File: src/rtl/uart_pkg.sv
// Shared encodings, state types and helpers for the parametrised framed UART.
package uart_pkg;

  localparam int PARITY_NONE = 0;
  localparam int PARITY_ODD  = 1;
  localparam int PARITY_EVEN = 2;

  typedef enum logic [2:0] {
    RX_IDLE   = 3'd0,
    RX_START  = 3'd1,
    RX_DATA   = 3'd2,
    RX_PARITY = 3'd3,
    RX_STOP   = 3'd4,
    RX_BREAK  = 3'd5,
    RX_ERROR  = 3'd6
  } rx_state_t;

  typedef enum logic [2:0] {
    TX_IDLE   = 3'd0,
    TX_START  = 3'd1,
    TX_DATA   = 3'd2,
    TX_PARITY = 3'd3,
    TX_STOP   = 3'd4
  } tx_state_t;

  // Clock cycles one transmitted frame occupies, first start-bit cycle to end of last stop bit.
  function automatic int frame_cycles(input int baudsel, input int data_bits,
                                      input int parity, input int stop_bits);
    return (2 * baudsel + 1) *
           (1 + data_bits + ((parity != PARITY_NONE) ? 1 : 0) + stop_bits);
  endfunction

  function automatic logic parity_bit(input logic [8:0] data, input int parity);
    logic ones;
    ones = ^data;
    return (parity == PARITY_ODD) ? ~ones : ones;
  endfunction

endpackage

File: src/rtl/uart_bit_timer.sv
// Bit-period counter with preload; o_tick marks the cycle the count sits at 2*BAUDSEL,
// after which it wraps to zero.
module uart_bit_timer #(
  parameter int BAUDSEL = 10,
  parameter int CW      = $clog2(2 * BAUDSEL + 1)
) (
  input  logic          clk,
  input  logic          reset,
  input  logic          i_load,
  input  logic [CW-1:0] i_load_val,
  output logic          o_tick
);

  localparam logic [CW-1:0] LAST = CW'(2 * BAUDSEL);

  logic [CW-1:0] r_cnt;

  always_ff @(posedge clk) begin
    if (reset) begin
      r_cnt <= '0;
    end else if (i_load) begin
      r_cnt <= i_load_val;
    end else if (r_cnt == LAST) begin
      r_cnt <= '0;
    end else begin
      r_cnt <= r_cnt + CW'(1);
    end
  end

  assign o_tick = (r_cnt == LAST);

endmodule

File: src/rtl/uart_framed.sv
// Full-duplex UART with compile-time data width, optional parity, 1/2 stop bits,
// per-byte error reporting and break detection/generation.
module uart_framed
  import uart_pkg::*;
#(
  parameter int BAUDSEL   = 10,
  parameter int DATA_BITS = 8,
  parameter int PARITY    = 0,
  parameter int STOP_BITS = 1
) (
  input  logic                 clk,
  input  logic                 reset,
  input  logic                 rx,
  output logic                 tx,
  input  logic                 tx_valid,
  input  logic [DATA_BITS-1:0] tx_data,
  output logic                 tx_ready,
  input  logic                 tx_break,
  output logic                 rx_valid,
  output logic [DATA_BITS-1:0] rx_data,
  output logic                 rx_perr,
  input  logic                 rx_ready,
  output logic                 rx_ferr,
  output logic                 rx_overrun,
  output logic                 rx_break
);

  localparam int         CW        = $clog2(2 * BAUDSEL + 1);
  localparam logic [3:0] LAST_DATA = 4'(DATA_BITS - 1);
  localparam logic       LAST_STOP = 1'(STOP_BITS - 1);
  localparam bit         HAS_PAR   = (PARITY != PARITY_NONE);

  logic r_rx_meta;
  logic r_rx_s;

  always_ff @(posedge clk) begin
    if (reset) begin
      r_rx_meta <= 1'b1;
      r_rx_s    <= 1'b1;
    end else begin
      r_rx_meta <= rx;
      r_rx_s    <= r_rx_meta;
    end
  end

  rx_state_t            r_rx_state;
  logic [DATA_BITS-1:0] r_rx_shift;
  logic [3:0]           r_rx_bitcnt;
  logic                 r_rx_stopcnt;
  logic                 r_rx_xor;
  logic                 r_rx_any;
  logic                 r_rx_valid;
  logic [DATA_BITS-1:0] r_rx_data;
  logic                 r_rx_perr;
  logic                 r_rx_ferr;
  logic                 r_rx_overrun;
  logic                 r_rx_break;
  logic                 w_rx_tick;
  logic                 w_rx_load;
  logic                 w_rx_perr;

  // Preloading to BAUDSEL on the falling edge puts every later sample mid-bit.
  assign w_rx_load = (r_rx_state == RX_IDLE) && !r_rx_s;
  assign w_rx_perr = (PARITY == PARITY_ODD)  ? !r_rx_xor :
                     (PARITY == PARITY_EVEN) ?  r_rx_xor : 1'b0;

  uart_bit_timer #(
    .BAUDSEL (BAUDSEL),
    .CW      (CW)
  ) u_rx_timer (
    .clk        (clk),
    .reset      (reset),
    .i_load     (w_rx_load),
    .i_load_val (CW'(BAUDSEL)),
    .o_tick     (w_rx_tick)
  );

  always_ff @(posedge clk) begin
    if (reset) begin
      r_rx_state   <= RX_IDLE;
      r_rx_shift   <= '0;
      r_rx_bitcnt  <= 4'd0;
      r_rx_stopcnt <= 1'b0;
      r_rx_xor     <= 1'b0;
      r_rx_any     <= 1'b0;
      r_rx_valid   <= 1'b0;
      r_rx_data    <= '0;
      r_rx_perr    <= 1'b0;
      r_rx_ferr    <= 1'b0;
      r_rx_overrun <= 1'b0;
      r_rx_break   <= 1'b0;
    end else begin
      r_rx_ferr    <= 1'b0;
      r_rx_overrun <= 1'b0;
      r_rx_break   <= 1'b0;
      if (r_rx_valid && rx_ready) begin
        r_rx_valid <= 1'b0;
      end
      case (r_rx_state)
        RX_IDLE: begin
          if (!r_rx_s) begin
            r_rx_state <= RX_START;
          end
        end
        RX_START: begin
          if (w_rx_tick) begin
            if (r_rx_s) begin
              r_rx_state <= RX_IDLE;
            end else begin
              r_rx_state  <= RX_DATA;
              r_rx_bitcnt <= 4'd0;
              r_rx_xor    <= 1'b0;
              r_rx_any    <= 1'b0;
            end
          end
        end
        RX_DATA: begin
          if (w_rx_tick) begin
            r_rx_shift <= {r_rx_s, r_rx_shift[DATA_BITS-1:1]};
            r_rx_xor   <= r_rx_xor ^ r_rx_s;
            r_rx_any   <= r_rx_any | r_rx_s;
            if (r_rx_bitcnt == LAST_DATA) begin
              r_rx_state   <= HAS_PAR ? RX_PARITY : RX_STOP;
              r_rx_stopcnt <= 1'b0;
            end else begin
              r_rx_bitcnt <= r_rx_bitcnt + 4'd1;
            end
          end
        end
        RX_PARITY: begin
          if (w_rx_tick) begin
            r_rx_xor     <= r_rx_xor ^ r_rx_s;
            r_rx_any     <= r_rx_any | r_rx_s;
            r_rx_state   <= RX_STOP;
            r_rx_stopcnt <= 1'b0;
          end
        end
        RX_STOP: begin
          if (w_rx_tick) begin
            if (!r_rx_s) begin
              if (!r_rx_any) begin
                r_rx_state <= RX_BREAK;
              end else begin
                r_rx_state <= RX_ERROR;
                r_rx_ferr  <= 1'b1;
              end
            end else if (r_rx_stopcnt == LAST_STOP) begin
              r_rx_state <= RX_IDLE;
              // A consumer taking the old byte this cycle frees the slot for the new one.
              if (!r_rx_valid || rx_ready) begin
                r_rx_valid <= 1'b1;
                r_rx_data  <= r_rx_shift;
                r_rx_perr  <= w_rx_perr;
              end else begin
                r_rx_overrun <= 1'b1;
              end
            end else begin
              r_rx_stopcnt <= 1'b1;
            end
          end
        end
        RX_BREAK: begin
          if (w_rx_tick && r_rx_s) begin
            r_rx_state <= RX_IDLE;
            r_rx_break <= 1'b1;
          end
        end
        RX_ERROR: begin
          if (w_rx_tick && r_rx_s) begin
            r_rx_state <= RX_IDLE;
          end
        end
        default: begin
          r_rx_state <= RX_IDLE;
        end
      endcase
    end
  end

  tx_state_t            r_tx_state;
  logic [DATA_BITS-1:0] r_tx_shift;
  logic                 r_tx_par;
  logic [3:0]           r_tx_bitcnt;
  logic                 r_tx_stopcnt;
  logic                 r_tx;
  logic                 w_tx_accept;
  logic                 w_tx_tick;

  assign tx_ready    = (r_tx_state == TX_IDLE) && !tx_break;
  assign w_tx_accept = tx_valid && tx_ready;

  uart_bit_timer #(
    .BAUDSEL (BAUDSEL),
    .CW      (CW)
  ) u_tx_timer (
    .clk        (clk),
    .reset      (reset),
    .i_load     (w_tx_accept),
    .i_load_val ('0),
    .o_tick     (w_tx_tick)
  );

  always_ff @(posedge clk) begin
    if (reset) begin
      r_tx_state   <= TX_IDLE;
      r_tx_shift   <= '0;
      r_tx_par     <= 1'b0;
      r_tx_bitcnt  <= 4'd0;
      r_tx_stopcnt <= 1'b0;
      r_tx         <= 1'b1;
    end else begin
      case (r_tx_state)
        TX_IDLE: begin
          if (w_tx_accept) begin
            r_tx_shift <= tx_data;
            r_tx_par   <= parity_bit(9'(tx_data), PARITY);
            r_tx       <= 1'b0;
            r_tx_state <= TX_START;
          end else begin
            r_tx <= !tx_break;
          end
        end
        TX_START: begin
          if (w_tx_tick) begin
            r_tx        <= r_tx_shift[0];
            r_tx_shift  <= {1'b0, r_tx_shift[DATA_BITS-1:1]};
            r_tx_bitcnt <= 4'd0;
            r_tx_state  <= TX_DATA;
          end
        end
        TX_DATA: begin
          if (w_tx_tick) begin
            if (r_tx_bitcnt == LAST_DATA) begin
              r_tx_stopcnt <= 1'b0;
              if (HAS_PAR) begin
                r_tx       <= r_tx_par;
                r_tx_state <= TX_PARITY;
              end else begin
                r_tx       <= 1'b1;
                r_tx_state <= TX_STOP;
              end
            end else begin
              r_tx        <= r_tx_shift[0];
              r_tx_shift  <= {1'b0, r_tx_shift[DATA_BITS-1:1]};
              r_tx_bitcnt <= r_tx_bitcnt + 4'd1;
            end
          end
        end
        TX_PARITY: begin
          if (w_tx_tick) begin
            r_tx         <= 1'b1;
            r_tx_stopcnt <= 1'b0;
            r_tx_state   <= TX_STOP;
          end
        end
        TX_STOP: begin
          if (w_tx_tick) begin
            if (r_tx_stopcnt == LAST_STOP) begin
              r_tx_state <= TX_IDLE;
            end else begin
              r_tx_stopcnt <= 1'b1;
            end
          end
        end
        default: begin
          r_tx_state <= TX_IDLE;
          r_tx       <= 1'b1;
        end
      endcase
    end
  end

  assign tx         = r_tx;
  assign rx_valid   = r_rx_valid;
  assign rx_data    = r_rx_data;
  assign rx_perr    = r_rx_perr;
  assign rx_ferr    = r_rx_ferr;
  assign rx_overrun = r_rx_overrun;
  assign rx_break   = r_rx_break;

endmodule

File: config.mk
export PLATFORM = sky130hd
export DESIGN_NAME = uart_framed
export DESIGN_NICKNAME = d
export VERILOG_FILES = /design/src/rtl/uart_pkg.sv /design/src/rtl/uart_bit_timer.sv /design/src/rtl/uart_framed.sv
export SDC_FILE = /design/constraint.sdc
export NUM_CORES = 1
export LEC_CHECK = 0
export ABC_AREA = 1
export CELL_PAD_IN_SITES_DETAIL_PLACEMENT = 1
export CELL_PAD_IN_SITES_GLOBAL_PLACEMENT = 1
export CORE_MARGIN = 4
export CORE_UTILIZATION = 40
export CTS_CLUSTER_DIAMETER = 60
export DETAILED_ROUTE_END_ITERATION = 10
export GPL_TIMING_DRIVEN = 0
export PLACE_DENSITY_LB_ADDON = 0.1
export SLEW_MARGIN = 20
export SYNTH_ARGS = -nofsm -noshare
export SYNTH_HDL_FRONTEND = slang
export SYNTH_SLANG_ARGS = --single-unit
File: constraint.sdc
create_clock -name clk -period 2 [get_ports clk]
set_input_delay 0.2 -clock clk [delete_from_list [all_inputs] [get_ports clk]]
set_output_delay 0.2 -clock clk [all_outputs]
set_load 0.005 [all_outputs]
=== Word level (Yosys, flattened, before mapping) ===
Cells that the tools add are included.

* Output and inout bits: 15
* Register bits: 58

* Reduce and logical (&&, ||, !) cells: 35
* Bitwise logic cells: 7
* Equality and inequality tests: 34
* Multiplexer cells: 68
* $add $sub $neg: 4

{| class="wikitable"
|+ Operators by type and width
! operator !! count
|-
| $mux 3 || 16
|-
| $mux 4 || 9
|-
| $mux 8 || 4
|-
| $mux 1 || 28
|-
| $ne 2x2->1 const B || 12
|-
| $pmux 8 s3 || 1
|-
| $reduce_and 5->1 || 4
|-
| $pmux 3 s6 || 1
|-
| $pmux 4 s2 || 2
|-
| $pmux 3 s5 || 1
|-
| $ne 2x1->1 const B || 7
|-
| $eq 3x2->1 const B || 4
|-
| $eq 3x3->1 const B || 4
|-
| $reduce_and 4->1 || 3
|-
| $add 5x1->5 const B || 2
|-
| $eq 5x5->1 const B || 2
|-
| $reduce_bool 3->1 || 3
|-
| $add 4x1->4 const B || 2
|-
| $eq 4x3->1 const B || 2
|-
| $reduce_and 8->1 || 1
|-
| $reduce_and 7->1 || 1
|-
| $eq 3x1->1 const B || 2
|-
| $logic_not 3->1 || 2
|-
| $not 1->1 || 6
|-
| 16 further kinds || 29
|}

=== Longest topological paths before layout ===
Gate-level depths: netlist of run 1.

* Depth after elaboration: 7
* Depth in mapped cells: 12

=== Hierarchy ===
From an unflattened synthesis of run 1, not the netlist that was laid out.

* Cell total of the unflattened synthesis: 444
* Area total of the unflattened synthesis: 2,950.3 µm²

{| class="wikitable"
|+ Modules (own cells, without submodules)
! module !! times used !! area each (µm²) !! seq. area each (µm²) !! cells an instance
|-
| uart_framed || 1 || 2,322.2 || 920.9 || 348
|-
| uart_bit_timer || 2 || 314.1 || 100.1 || 48
|}

=== Least setup slack after synthesis of run 1 ===
No wires, ideal clock.

* Kind: register to register
* Start: register u_rx_timer.r_cnt[0]
* End: register r_rx_data[0], in the netlist rx_data[0]
* Stages on the path, launching flop included: 11
* Buffers on the path: 0
* Arrival time: 1.272 ns
* Setup time: 0.116 ns
* Setup slack: 0.613 ns
* Clock period less this slack: 1.387 ns
* Cell sequence: dfxtp_1 > inv_1 > ha_1 > nand2_1 > inv_1 > nand2_2 > inv_1 > nand3_4 > clkinv_4 > nor2_1 > nor2_1

* Cells in the longest elaborated chain, start to end: 2

{| class="wikitable"
|+ RTL lines
! item !! line !! text
|-
| start: declaration || uart_bit_timer.sv:16 || <nowiki>logic [CW-1:0] r_cnt;</nowiki>
|-
| start signal: assignment || uart_bit_timer.sv:22 || <nowiki>r_cnt <= i_load_val;</nowiki>
|-
| start signal: assignment || uart_bit_timer.sv:26 || <nowiki>r_cnt <= r_cnt + CW'(1);</nowiki>
|-
| $eq 5x5->1 || uart_bit_timer.sv:30 || <nowiki>assign o_tick = (r_cnt == LAST);</nowiki>
|-
| $reduce_and 5->1 (no source line) || - ||
|-
| end signal: assignment || uart_framed.sv:152 || <nowiki>r_rx_data <= r_rx_shift;</nowiki>
|-
| end: declaration || uart_framed.sv:53 || <nowiki>logic [DATA_BITS-1:0] r_rx_data;</nowiki>
|}

No other way between the ends.
A chain may end at the register's enable or synchronous reset.

=== Worst setup path in the final report of run 1 ===
* Start: register r_tx_state[0]
* End: output tx_ready

* Cells in the longest elaborated chain, start to end: 2

{| class="wikitable"
|+ RTL lines
! item !! line !! text
|-
| start: declaration || uart_framed.sv:180 || <nowiki>tx_state_t r_tx_state;</nowiki>
|-
| start signal: assignment || uart_framed.sv:205 || <nowiki>r_tx_state <= TX_IDLE;</nowiki>
|-
| start signal: assignment || uart_framed.sv:218 || <nowiki>r_tx_state <= TX_START;</nowiki>
|-
| start signal: assignment || uart_framed.sv:228 || <nowiki>r_tx_state <= TX_DATA;</nowiki>
|-
| $logic_not 3->1 || uart_framed.sv:189 || <nowiki>assign tx_ready = (r_tx_state == TX_IDLE) && !tx_break;</nowiki>
|-
| $logic_and 1x1->1 || uart_framed.sv:189 ||
|-
| end: declaration || uart_framed.sv:17 || <nowiki>output logic tx_ready,</nowiki>
|}

No other way between the ends.

==> reports/results.txt, run 1 <==
CTS Sinks: 56
Fin crit share: 93.0%
Worst Setup SP: r_tx_state[0]$_SDFFE_PP0P_
Leakage power figure: 1.39 nW
Yosys warns: 0
Pins Over Slew Limit: 0
Layout Area Growth over Synthesis: 17.4%
Final hold violations: 0
RSZ-0062 raised after global routing: no
Reg2Reg Launch Point: u_rx_timer.r_cnt[0]$_SDFF_PP0_
Die width: 89.6 um
CTS tree: yes
Post-synth cell types: 32
Placer Congestion: 0.829
Hold WC Path Type: reg2reg
Hold_sp: r_rx_meta$_SDFF_PP1_
GRT Util Overall: 16.5%
Synth Flop Type: dfxtp_1
Yosys reg bits: 56
CTS root buf: clkbuf_8
Setup WS pre-CTS: 0.192 ns
Reg2reg end: rx_data[7]$_SDFFE_PP0P_
CP Launch Type: register
Hold Buf Count CTS: 0
DR WL/cell: 12.0 um
Final Total Pwr: 0.00306 W
Final Setup Violations: 0
Top Metal Used: met4
Post-synthesis sequential area ratio: 42.1%
Synthesized netlist cell count: 387
Postcts setup bufs: 0
Post-route met1 wirelength: 2960 um
Met2 routed WL: 2820 um
Clock skew: 0.0102 ns
Setup CP Type: reg2out
Antenna cells: 0
Crit path time final: 1.86 ns
H-tree levels: 2
Vias in the first global route: 2423
WHS Path Cells: 1
PD cells: 979 nW/um2
Initial antenna violation count: 0
Hold slack: 0.421 ns
Cell row count: 29
DR vias: 2433
Die height: 89.6 um
Synth Area per Inst: 6.88 um2
Clk_lat worst skew: 0.32 ns
DP Cell Count: 491
Final WL: 6010 um
TNS Setup: 0 ns
R2R setup slack: 0.39 ns
CP arrival: 1.66 ns
First-pass GRT wire length: 10600 um
Asr flop ratio synth: 0%
Post-synth top area share: 42.1%
Final WS setup: 0.140 ns
Max_cap viols: 0
# DRC: 0
# IOs: 29
GR Overflow Total: 0
Worst slew pin tran: 0.565 ns
Core area: 6420 um2
Clock slew seen by the registers of the worst setup and hold paths: 0.11 ns
Worst Path Max Fanout: 4
Fillers: 839
DRT antenna net count: 0
Cell count of the worst reg-to-reg path: 10
Fmax: 538 MHz
CTS Buf Count: 5
Final nets: 441
Critical Path Sink Type: primary output
Leading area contributor after synthesis: dfxtp_1
Worst VDD drop: 0.429 mV
DIE AREA: 8030 um2
Required time of the critical path: 1.80 ns
Initial core utilization: 41.5%
Final HPWL DP: 4550 um
Synthesized area: 2660 um2
EDFF count, synth: 0
WL met3: 146 um
Resized Gates After CTS: 0
Relative slew slack: 62.3%
Share of layout cells above drive strength 1: 8.29%
Vias/cell: 4.88
Iteration-0 DRC Markers: 60
DR pass1 iterations: 4
Pin count of the biggest net entering global routing: 20
Count of input and output buffers: 27
Synth top area cells: dfxtp_1 (42%), nor2_1 (12%), nand2_1 (11%), inv_1 (5.9%), o21ai_0 (5.6%)
Status: finished clean
Hold Path Sink: r_rx_s$_SDFF_PP1_
Non-filler cells, final: 499
Synthesized net count: 407
CTS Buffer Depth: 2
==> worst max-delay path, cell delays in order (launching register included) <==
cell and delay (ns):
dfxtp_1 0.35, inv_1 0.11, nand2_1 0.08, nor3_1 0.25, clkdlybuf4s50_1 0.56
==> registers in the layout (all words and copies together), names as in the netlist, 3 cells and up <==
register and count:
r_rx_shift 8, u_tx_timer.r_cnt 5, rx_data 8, r_rx_bitcnt 4, r_tx_bitcnt 4, r_rx_state 3, u_rx_timer.r_cnt 5, r_tx_state 3
r_tx_shift 8
==> where the power goes <==
group | total, W | switching (W) | internal [W]
clock | 0.000659 | 0.000401 | 0.000258
combinational | 0.00105 | 0.000686 | 0.000368
sequential | 0.00135 | 0.000111 | 0.00124
==> layout make-up <==
cell class / count / area (um2) / share of cell area (%)
flip-flops and latches: 56 / 1120 / 35.9
multi-input cells: 274 / 1310 / 41.8
clock inverters: 3 / 27.5 / 0.881
plain buffers: 8 / 46.3 / 1.48
clock buffers: 5 / 68.8 / 2.20
well taps: 77 / 96.3 / 3.08
inverters: 49 / 189 / 6.04
repair buffers: 27 / 270 / 8.65
==> layer usage <==
metal | track usage, % | up-vias
met3 | 2.55 | 8
li1 | - | 1270
met5 | 0 | -
met1 | 21.4 | 1126
met2 | 28.4 | 29
met4 | 4.19 | 0
==> worst max path at each step <==
stage	end	cells past startpoint
floorplan	rx_data[0]$_SDFFE_PP0P_	10
global placement	rx_data[7]$_SDFFE_PP0P_	5
detailed placement	rx_data[7]$_SDFFE_PP0P_	5
CTS	tx_ready	4
global route	tx_ready	4
finish	tx_ready	4
==> cell usage in the layout, fill, tap and decap left out, types with 2 or more instances in the layout <==
master	n
nor2_1	85
nand2_1	81
dfxtp_1	56
inv_1	42
o21ai_0	30
clkdlybuf4s50_1	27
nand3_1	21
a21oi_1	11
ha_1	6
nor2_2	5
inv_2	5
nand2_2	5
xor2_1	5
nand4_1	5
clkbuf_8	5
nor3_1	4
clkbuf_1	4
nand3_4	2
clkinv_4	2
nand3_2	2
buf_4	2
xnor2_1	2
or2_2	2
==> Yosys cell counts (4+ instances only) <==
library cell	n
nor2_1	85
nand2_1	81
dfxtp_1	56
inv_1	42
o21ai_0	30
nand3_1	21
a21oi_1	11
ha_1	6
inv_2	5
nand2_2	5
nand4_1	5
nor2_2	5
xor2_1	5
clkbuf_1	4
nor3_1	4
==> stage by stage <==
step	instance area (um2)	util [%]
after CTS	3130	48.7
after detailed placement	3030	47.2
after floorplan	2660	-
after global routing	3130	48.7
after global placement	3030	47.2
final	3130	48.7
==> cells by family after synthesis <==
kind of cell | synth area share [%]
adders and majority gates | 2.82
xor gates and xnor gates | 2.30
and+or+nand+nor | 35.1
DFF | 42.1
other | 0.141
buffers and inverters | 8.83
AOI/OAI and AO/OA | 8.69
No activity file was read; power rests on OpenSTA's default activity.
==> inputs of run 2 (changes only) <==
--- a/config.mk
+++ b/config.mk
@@ -17,4 +17,5 @@
 export SLEW_MARGIN = 20
 export SYNTH_ARGS = -nofsm -noshare
 export SYNTH_HDL_FRONTEND = slang
+export SYNTH_HIERARCHICAL = 1
 export SYNTH_SLANG_ARGS = --single-unit
==> constraint.sdc (replaced) <==
create_clock -name clk -period 2 [get_ports clk]
set_input_delay 0.2 -clock clk [delete_from_list [all_inputs] [get_ports clk]]
set_output_delay 0.2 -clock clk [all_outputs]
set_load 0.01 [all_outputs]
==> reports/results.txt, run 2 <==
Yosys warns: 6
Post-synthesis sequential area ratio: 38.0%
CTS Buf Count: 5
Clk_lat worst skew: 0.33 ns
GR Overflow Total: 0
Worst Path Max Fanout: 7
Cell row count: 31
Fmax: 538 MHz
Vias/cell: 4.76
Compound-gate portion of the synthesized area: 10.7%
Reg2Reg Launch Point: u_rx_timer/r_cnt[0]$_SDFF_PP0_
GRT Util Overall: 17.5%
Hold WC Path Type: reg2reg
Fin crit share: 92.9%
DRT antenna net count: 0
Post-synth top area share: 38.0%
Fraction of the mapped netlist area in adder cells: 2.54%
Worst Setup SP: r_tx_state[0]$_SDFFE_PP0P_
DR WL/cell: 12.3 um
Max_cap viols: 0
Core area: 7210 um2
Status: finished clean
CTS Buffer Depth: 2
Synthesized netlist cell count: 444
Share of layout cells above drive strength 1: 11.7%
Synth Area in Simple Gates: 37.5%
CTS tree: yes
Hold Path Sink: r_rx_s$_SDFF_PP1_
Vias in the first global route: 2852
Count leader, synth: nand2_1
Yosys reg bits: 56
Critical Path Sink Type: primary output
Mux contribution to synthesized area: 0%
Final HPWL DP: 5470 um
Worst slew pin tran: 0.619 ns
Pins Over Slew Limit: 0
Hold Buf Count CTS: 0
DP Cell Count: 579
Die height: 93.9 um
Top post-synthesis cells by count: nand2_1 (111), nor2_1 (77), dfxtp_1 (56), inv_1 (44), o21ai_0 (25)
# DRC: 0
Reg2reg end: r_rx_bitcnt[3]$_SDFFE_PP0P_
Final hold violations: 0
Leakage power figure: 1.61 nW
Hold_sp: r_rx_meta$_SDFF_PP1_
Final instance area: 3490 um2
Commonest non-fill, non-tap cell in the layout: nand2_1
Leading area contributor after synthesis: dfxtp_1
DIE AREA: 8810 um2
Clock skew: 0.0104 ns
DR vias: 2794
R2R setup slack: 0.19 ns
Antenna cells: 0
WHS Path Cells: 1
Commonest non-fill, non-tap cells in the layout: nand2_1 (111), nor2_1 (76), dfxtp_1 (56), inv_1 (44), clkdlybuf4s50_1 (27)
Dpl cell area: 3380 um2
Setup CP Type: reg2out
CTS root buf: clkbuf_8
Initial core utilization: 40.9%
Synth Flop Type: dfxtp_1
Iteration-0 DRC Markers: 109
Layout Area Growth over Synthesis: 18.2%
CP arrival: 1.66 ns
EDFF count, synth: 0
Pin count of the biggest net entering global routing: 21
Post-Synth XOR/XNOR Area: 1.19%
Synthesized area: 2950 um2
Count of input and output buffers: 27
DR pass1 iterations: 4
Synth Area per Inst: 6.64 um2
Final nets: 507
Synth top area cells: dfxtp_1 (38%), nand2_1 (14%), nor2_1 (9.8%), inv_1 (5.6%), o21ai_0 (4.2%)
PD cells: 885 nW/um2
CP Launch Type: register
Worst VDD drop: 0.327 mV
Relative slew slack: 58.7%
Clock slew seen by the registers of the worst setup and hold paths: 0.11 ns
Placer Congestion: 0.787
Cell count of the worst reg-to-reg path: 10
First-pass GRT wire length: 12400 um
Non-filler cells, final: 587
Die width: 93.9 um
# IOs: 29
Core Util, Final: 48.4%
Initial antenna violation count: 0
H-tree levels: 2
Final Setup Violations: 0
Post-synth cell types: 33
Required time of the critical path: 1.80 ns
Asr flop ratio synth: 0%
CTS Sinks: 56
Final WL: 7220 um
Largest family of logic cells by synthesized area: simple AND/OR/NAND/NOR gates
Crit path time final: 1.86 ns
Postcts setup bufs: 0
run 2: worst max-delay path by stage:
stage	to	depth (start not counted)	slack, ns
CTS	tx_ready	4	0.01
finish	tx_ready	4	0.14
global route	r_rx_bitcnt[3]$_SDFFE_PP0P_	10	-0.0003
global placement	r_rx_bitcnt[1]$_SDFFE_PP0P_	11	-0.05
detailed placement	r_rx_bitcnt[2]$_SDFFE_PP0P_	10	-0.07
floorplan	r_rx_bitcnt[1]$_SDFFE_PP0P_	11	0.36
run 2: kinds of logic after synthesis:
family | count (synthesis)
and+or+nand+nor | 251
DFF | 56
buffers and inverters | 68
other | 2
xor gates and xnor gates | 4
adders and majority gates | 6
AOI/OAI and AO/OA | 57
run 2: stage by stage:
stage / hold WS (ns) / worst slack (ns) / TNS, ns / total power, W
final: 0.421 / 0.141 / 0 / 0.00309
after global routing: 0.427 / -0.000328 / -0.000328 / 0.00333
after CTS: 0.425 / 0.0111 / 0 / 0.00312
after detailed placement: 0.399 / -0.0678 / -0.295 / 0.00241
after global placement: 0.395 / -0.0500 / -0.327 / 0.00237
after floorplan: 0.269 / 0.363 / 0 / 0.00214
run 2: layout make-up:
class	instances	area [um2]
fillers	996	3730
multi-input cells	329	1590
flip-flops and latches	56	1120
repair buffers	27	270
inverters	58	223
well taps	99	124
clock buffers	5	68.8
plain buffers	10	66.3
clock inverters	3	28.8
run 2: layer usage:
metal / wire, um / share of wire [%] / GRT usage [%]
met1: 3400 / 47 / 21.2
met2: 3540 / 49 / 31.4
met3: 179 / 2.5 / 2.48
met4: 98 / 1.4 / 5.78
met5: 0 / 0 / 0
run 2: worst max-delay path, stage by stage, from the launching register on:
cell	delay, ns
dfxtp_1	0.38
inv_2	0.09
nand2_2	0.11
nor3_2	0.18
clkdlybuf4s50_1	0.57
run 2: report_power, final:
group,internal [W],switching [W]
combinational,0.000381,0.000659
sequential,0.00126,0.0000893
clock,0.000266,0.000436
total,0.00190,0.00118
run 2: timing repair:
action	in CTS	in global routing
endpoints found under the setup margin	13	16
endpoints found under the hold margin	0	0
resized for setup	1	2
